--- src/rtl/input_ram_pkg.sv ---
// Shared definitions for the 1-bit x 1024-entry input RAM and its byte-stream loader.
package input_ram_pkg;

   localparam int unsigned ADDR_WIDTH = 10;
   localparam int unsigned DATA_WIDTH = 1;
   localparam int unsigned DEPTH      = 1024;
   localparam int unsigned BYTE_WIDTH = 8;

   typedef enum logic [1:0] {
      StIdle,
      StWaitByte,
      StUnpack,
      StDone
   } loader_state_e;

endpackage

--- src/rtl/input_ram_loader.sv ---
// Fills the input RAM from a byte stream, one bit per cycle, LSB of each byte first.
module input_ram_loader
   import input_ram_pkg::*;
#(
   parameter int unsigned ADDR_WIDTH = input_ram_pkg::ADDR_WIDTH,
   parameter int unsigned DEPTH      = 2 ** ADDR_WIDTH,
   parameter int unsigned BYTE_WIDTH = input_ram_pkg::BYTE_WIDTH
) (
   input  logic                  clk,
   input  logic                  rst,
   input  logic                  start,
   input  logic [BYTE_WIDTH-1:0] byte_in,
   input  logic                  byte_vld,
   output logic                  byte_rdy,
   output logic                  ram_data,
   output logic [ADDR_WIDTH-1:0] ram_addr,
   output logic                  ram_we,
   output logic                  busy,
   output logic                  done
);

   localparam int unsigned BitW = (BYTE_WIDTH > 1) ? $clog2(BYTE_WIDTH) : 1;
   localparam logic [BitW-1:0]       BitLast  = BitW'(BYTE_WIDTH - 1);
   localparam logic [ADDR_WIDTH-1:0] AddrLast = ADDR_WIDTH'(DEPTH - 1);

   loader_state_e         state_q, state_d;
   logic [ADDR_WIDTH-1:0] addr_q, addr_d;
   logic [BitW-1:0]       bit_q, bit_d;
   logic [BYTE_WIDTH-1:0] shreg_q, shreg_d;

   always_ff @(posedge clk or posedge rst) begin
      if (rst) begin
         state_q <= StIdle;
         addr_q  <= '0;
         bit_q   <= '0;
         shreg_q <= '0;
      end else begin
         state_q <= state_d;
         addr_q  <= addr_d;
         bit_q   <= bit_d;
         shreg_q <= shreg_d;
      end
   end

   always_comb begin
      state_d  = state_q;
      addr_d   = addr_q;
      bit_d    = bit_q;
      shreg_d  = shreg_q;
      byte_rdy = 1'b0;
      ram_we   = 1'b0;
      ram_data = 1'b0;
      busy     = 1'b0;
      done     = 1'b0;

      case (state_q)
         StIdle: begin
            if (start) begin
               addr_d  = '0;
               state_d = StWaitByte;
            end
         end
         StWaitByte: begin
            busy     = 1'b1;
            byte_rdy = 1'b1;
            if (byte_vld) begin
               shreg_d = byte_in;
               bit_d   = '0;
               state_d = StUnpack;
            end
         end
         StUnpack: begin
            busy     = 1'b1;
            ram_we   = 1'b1;
            ram_data = shreg_q[0];
            shreg_d  = shreg_q >> 1;
            addr_d   = addr_q + 1'b1;
            bit_d    = bit_q + 1'b1;
            // The write to the top address ends the load; the wrapped counter is never used.
            if (bit_q == BitLast) begin
               state_d = (addr_q == AddrLast) ? StDone : StWaitByte;
            end
         end
         StDone: begin
            done    = 1'b1;
            state_d = StIdle;
         end
         default: state_d = StIdle;
      endcase
   end

   assign ram_addr = addr_q;

endmodule

--- config.mk ---
export PLATFORM = sky130hd
export DESIGN_NAME = input_ram_loader
export DESIGN_NICKNAME = d
export VERILOG_FILES = /design/src/rtl/input_ram_pkg.sv /design/src/rtl/input_ram_loader.sv
export SDC_FILE = /design/constraint.sdc
export NUM_CORES = 1
export LEC_CHECK = 0
export CAP_MARGIN = 10
export CORE_ASPECT_RATIO = 0.8
export CORE_MARGIN = 3
export CORE_UTILIZATION = 45
export DETAILED_ROUTE_END_ITERATION = 16
export PLACE_DENSITY = 0.72
export SYNTH_ARGS = -nofsm -noshare
export SYNTH_HDL_FRONTEND = slang
export SYNTH_SLANG_ARGS = --single-unit
--- constraint.sdc ---
create_clock -name clk -period 1.9 [get_ports clk]
set_input_delay 0.19 -clock clk [delete_from_list [all_inputs] [get_ports clk]]
set_output_delay 0.19 -clock clk [all_outputs]
set_load 0.02 [all_outputs]
* Yosys cells after proc, flatten, opt, wreduce, memory -nomap -nowiden
Index checks and enable logic that the tools add are counted.
** Word-level totals
- Output and inout bits :: 15
- Flip-flop bits (word level) :: 23
- Logic and storage cells :: 37
** Cells by class
- Reductions and logical operators :: 7
- Mux-type cells :: 16
- $add $sub $neg :: 2
- Equal/unequal tests :: 8
** Operators with widths (count)
- one-hot mux 10 bit (2 select lines) :: 1
- one-hot mux 8 bit (2 select lines) :: 1
- adder 10 x 1 -> 10 bit, second input constant :: 1
- equality test 10 bit, second input constant :: 1
- 2-to-1 mux 10 bit :: 1
- 2-to-1 mux 2 bit :: 4
- 2-to-1 mux 8 bit :: 1
- one-hot mux 2 bit (4 select lines) :: 1
- inequality test 2 bit, second input constant :: 3
- one-hot mux 3 bit (2 select lines) :: 1
- 2-to-1 mux 1 bit :: 5
- equality test 2 bit, second input constant :: 2
- AND reduction 2 bit :: 2
- nonzero test 2 bit :: 2
- adder 3 x 1 -> 3 bit, second input constant :: 1
- equality test 3 bit, second input constant :: 1
- 2-to-1 mux 3 bit :: 1
- AND reduction 3 bit :: 1
- equality test 2 x 1 -> 1 bit, second input constant :: 1
- logical NOT 2 bit :: 1
- OR reduction 2 bit :: 1

* Logic depth before layout (Yosys ltp)
- Word-level depth :: 4
- Mapped depth :: 7

* Worst setup path before layout
OpenSTA, ideal clock, no wires.
- Path type :: reg-to-reg
- Start point :: register state_q[0]
- End point :: register addr_q[7], in the netlist ram_addr[7]
- Setup time :: 0.120 ns
- Buffers on the path :: 1
- Slack :: 0.231 ns
- Arrival time :: 1.548 ns
- Cell stages (with the launch flop) :: 8
- Data required time :: 1.780 ns
- Cell sequence :: dfrtp_1 inv_1 ha_1 mux2i_1 buf_6 nor4_4 xnor2_1 nor2_1
** On the way
- Longest elaborated chain between the ends :: 3
- Elaborated cells on any way between the ends :: 6
- Classes of those cells :: eq/ne: 2; mux: 1; reduce/logical: 3
** RTL lines
- start: declaration :: RTL line input_ram_loader.sv:26 : loader_state_e state_q, state_d;
- start signal: assignment :: RTL line input_ram_loader.sv:33 : state_q <= StIdle;
- start signal: assignment :: RTL line input_ram_loader.sv:38 : state_q <= state_d;
- equality test 2 bit or logical NOT 2 bit (tied branches) :: RTL line input_ram_loader.sv:56 : case (state_q)
- nonzero test 2 bit (no line) or inequality test 2 bit (tied branches)
- AND reduction 2 bit (no line)
- end signal: assignment :: RTL line input_ram_loader.sv:39 : addr_q <= addr_d;
- end: declaration :: RTL line input_ram_loader.sv:27 : logic [ADDR_WIDTH-1:0] addr_q, addr_d;
Parallel ways exist; a longest one is shown, timed or not.
A chain may end at the register's enable or synchronous reset.

* Final worst setup path
- Start point :: register state_q[0]
- End point :: output port ram_data
** On the way
- Longest elaborated chain between the ends :: 2
** RTL lines
- equality test 2 bit :: RTL line input_ram_loader.sv:56
- 2-to-1 mux 1 bit :: RTL line input_ram_loader.sv:56
- end: declaration :: RTL line input_ram_loader.sv:15 : output logic ram_data,
Every way passes these cells.

==> impl_metrics.toml <==
[outcome]
outcome = "complete, no violations"

[global_route]
grt_first_pass_wirelength_um = 4700
antenna_found_initial = 0
grt_max_degree = 24
track_usage_pct = 17.9
overflow = 0
first_global_vias = 964

[setup_path]
end_kind = "primary output"
criticalPathCategory = "reg -> out"
crit_fanout = 5
cp-start-kind = "flop"
arrival_ns = 1.57
cp_data_required_time_ns = 1.71

[sta]
slew_viol_final = 0
rsz0062_at_grt = "no"
setup_ws_ns = 0.137
setup_viol = 0
hold_viol_final = 0
tns_ns = 0
slew-limit-headroom_pct = 61.3
fmax_mhz = 567
final.period_utilization_pct = 92.8
skew_ns = 0.0104
final.min_clock_period_ns = 1.76
tightestPinTransition_ns = 0.575

[die]
coreArea_um2 = 2540
fp.dieW_um = 64.9
die-height_um = 53.1
dieArea_um2 = 3440
start_util_pct = 49.1
rows = 16
ios = 27

[logic_synthesis]
ys_types = 35
synth-seq-cells = 23
yosys_warnings = 0
synthesis.nets = 142
synth_area_um2 = 1250
synth-edff-count = 0
seq_area_frac_synth_pct = 46.1
syn-instance-count = 123
syn_avg_cell_area_um2 = 10.1
synth_flop_cell = "dfrtp_1"
synthArstFlopShare_pct = 100

[power]
p_leak_uw = 0.000697
vdd_drop_max_uv = 812
powerDensity_nw_per_um2 = 1480
p_int_uw = 1320
switching_power_uw = 1040
seq_power_share_pct = 35.8
clkPwrFrac_pct = 9.8
swShare_pct = 44.2
power_frac_comb_pct = 54.3

[finish]
drive_gt1_share_pct = 10.3
final_common_cell = "dfrtp_1"
antenna_cells = 0
fill_cells = 232
final_cell_mix = "dfrtp_1 (23), clkdlybuf4s50_1 (22), nand2_1 (12), a21oi_1 (12), o22ai_1 (10)"
areaGrowthSynthToFinish_pct = 28.3
fin_nets = 175

[cts]
cts_tree = "built"
cts_root_buf = "clkbuf_4"
clock_sink_count = 23
cts_buffer_depth = 2
cts_max_level = 1
post_cts_buffers = 0
cts.clk_slew.worst_paths_ns = 0.14
numCtsBuffers = 3
clock_latency_ns = 0.32

[place]
dpl_worst_slack_ns = 0.191
io_buffers = 26
routabilityCongestion = 0.800
dpl.hpwl_um = 2070

[drt]
ant_nets = 0
wl_per_cell_um = 14.4
dr.pass1.iters = 4
drc = 0
num_vias = 1049
drt_iter0_drc = 49
postRouteWirelength_um = 2760
routed_via_density = 5.49

[worst_hold_path]
hold_path_class = "in -> async"

[job]
maxCapViolCount = 0
==> critical path: stages (launching register included) <==
cell and delay (ns):
dfrtp_1 0.44, inv_1 0.10, ha_1 0.23, inv_1 0.07, nor2_1 0.08, dlygate4sd2_1 0.33
==> cells in the mapped netlist (2+ instances only) <==
master	count	area, um2
dfrtp_1	23	576
a21oi_1	12	60.1
nand2_1	12	45.0
o22ai_1	10	62.6
ha_1	7	87.6
o21ai_0	7	35.0
inv_1	6	22.5
nor2_1	5	18.8
a32o_1	3	30.0
mux2i_1	3	30.0
nand3_1	3	15.0
nor2b_1	3	18.8
xnor2_1	3	26.3
clkbuf_1	2	7.51
nand2b_1	2	12.5
nor4_4	2	42.5
o32ai_1	2	17.5
==> per-layer routing <==
layer  track usage, %  part of all wire (%)  routed length [um]  vias up
li1                 -                     -                   -      517
met1             26.7                    51                1400      508
met2             26.0                    43                1200       20
met3             4.46                   4.9                 136        4
met4             4.21                  0.76                  21        0
met5                0                     0                   0        -
==> sequential cells by signal, indices dropped and copies added (netlist names) <==
register  cells
ram_addr     10
bit_q         3
shreg_q       8
state_q       2
==> power groups by stage <==
stage | combinational, uW | sequential [uW] | clock [uW]
after floorplan | 808 | 879 | 0
after global placement | 1280 | 838 | 0
after detailed placement | 1320 | 854 | 0
after CTS | 1290 | 842 | 238
after global routing | 1410 | 873 | 266
final | 1280 | 846 | 232
==> metrics by stage <==
step | hold slack, ns | power [uW] | utilization, % | cell area (um2) | cells
2_1_floorplan | 0.192 | 1690 | - | 1250 | 123
4_1_cts | 0.207 | 2370 | 62.9 | 1600 | 191
6_report | 0.203 | 2360 | 62.9 | 1600 | 191
3_5_place_dp | 0.490 | 2180 | 62.1 | 1580 | 187
5_1_grt | 0.250 | 2550 | 62.9 | 1600 | 191
3_3_place_gp | 0.479 | 2120 | 62.1 | 1580 | 187
==> worst paths after layout <==
path	startpoint	cells after the start	slack (ns)	endpoint
setup / recovery	state_q[0]	5	0.14	ram_data
hold / removal	rst	3	0.20	shreg_q[2]
setup reg to reg	state_q[0]	7	0.20	ram_addr[9]
hold reg to reg	bit_q[1]	1	0.52	bit_q[1]
max in group asynchronous	rst	3	1.46	ram_addr[6]
min in group clk	byte_in[2]	3	0.48	shreg_q[2]
==> layout make-up <==
type | instances | area (um2) | share of cell area [%]
clock buffer | 3 | 22.5 | 1.41
clock inverter | 1 | 5.00 | 0.313
inverter | 6 | 22.5 | 1.41
multi-input combinational | 89 | 622 | 38.9
sequential | 23 | 576 | 36.0
tap | 36 | 45.0 | 2.81
timing repair buffer | 33 | 308 | 19.2
==> cell families (layout without fill, tap and decap cells) <==
| logic type | Yosys count | count (layout) | synth area share, % |
|---|---|---|---|
| and+or+nand+nor | 36 | 36 | 17.8 |
| muxes | 3 | 3 | 2.41 |
| DFF | 23 | 23 | 46.1 |
| buffers and inverters | 11 | 43 | 4.01 |
| adders and majority gates | 7 | 7 | 7.02 |
| AOI/OAI and AO/OA | 40 | 40 | 20.6 |
| xor gates and xnor gates | 3 | 3 | 2.11 |
==> what timing repair did <==
item / 4_1_cts / 5_1_grt
hold endpoints to repair: 0 / 0
gates resized for setup: 4 / 0
hold buffers: 0 / 0
endpoints found under the setup margin: 4 / 0
No activity file was read; power rests on OpenSTA's default activity.
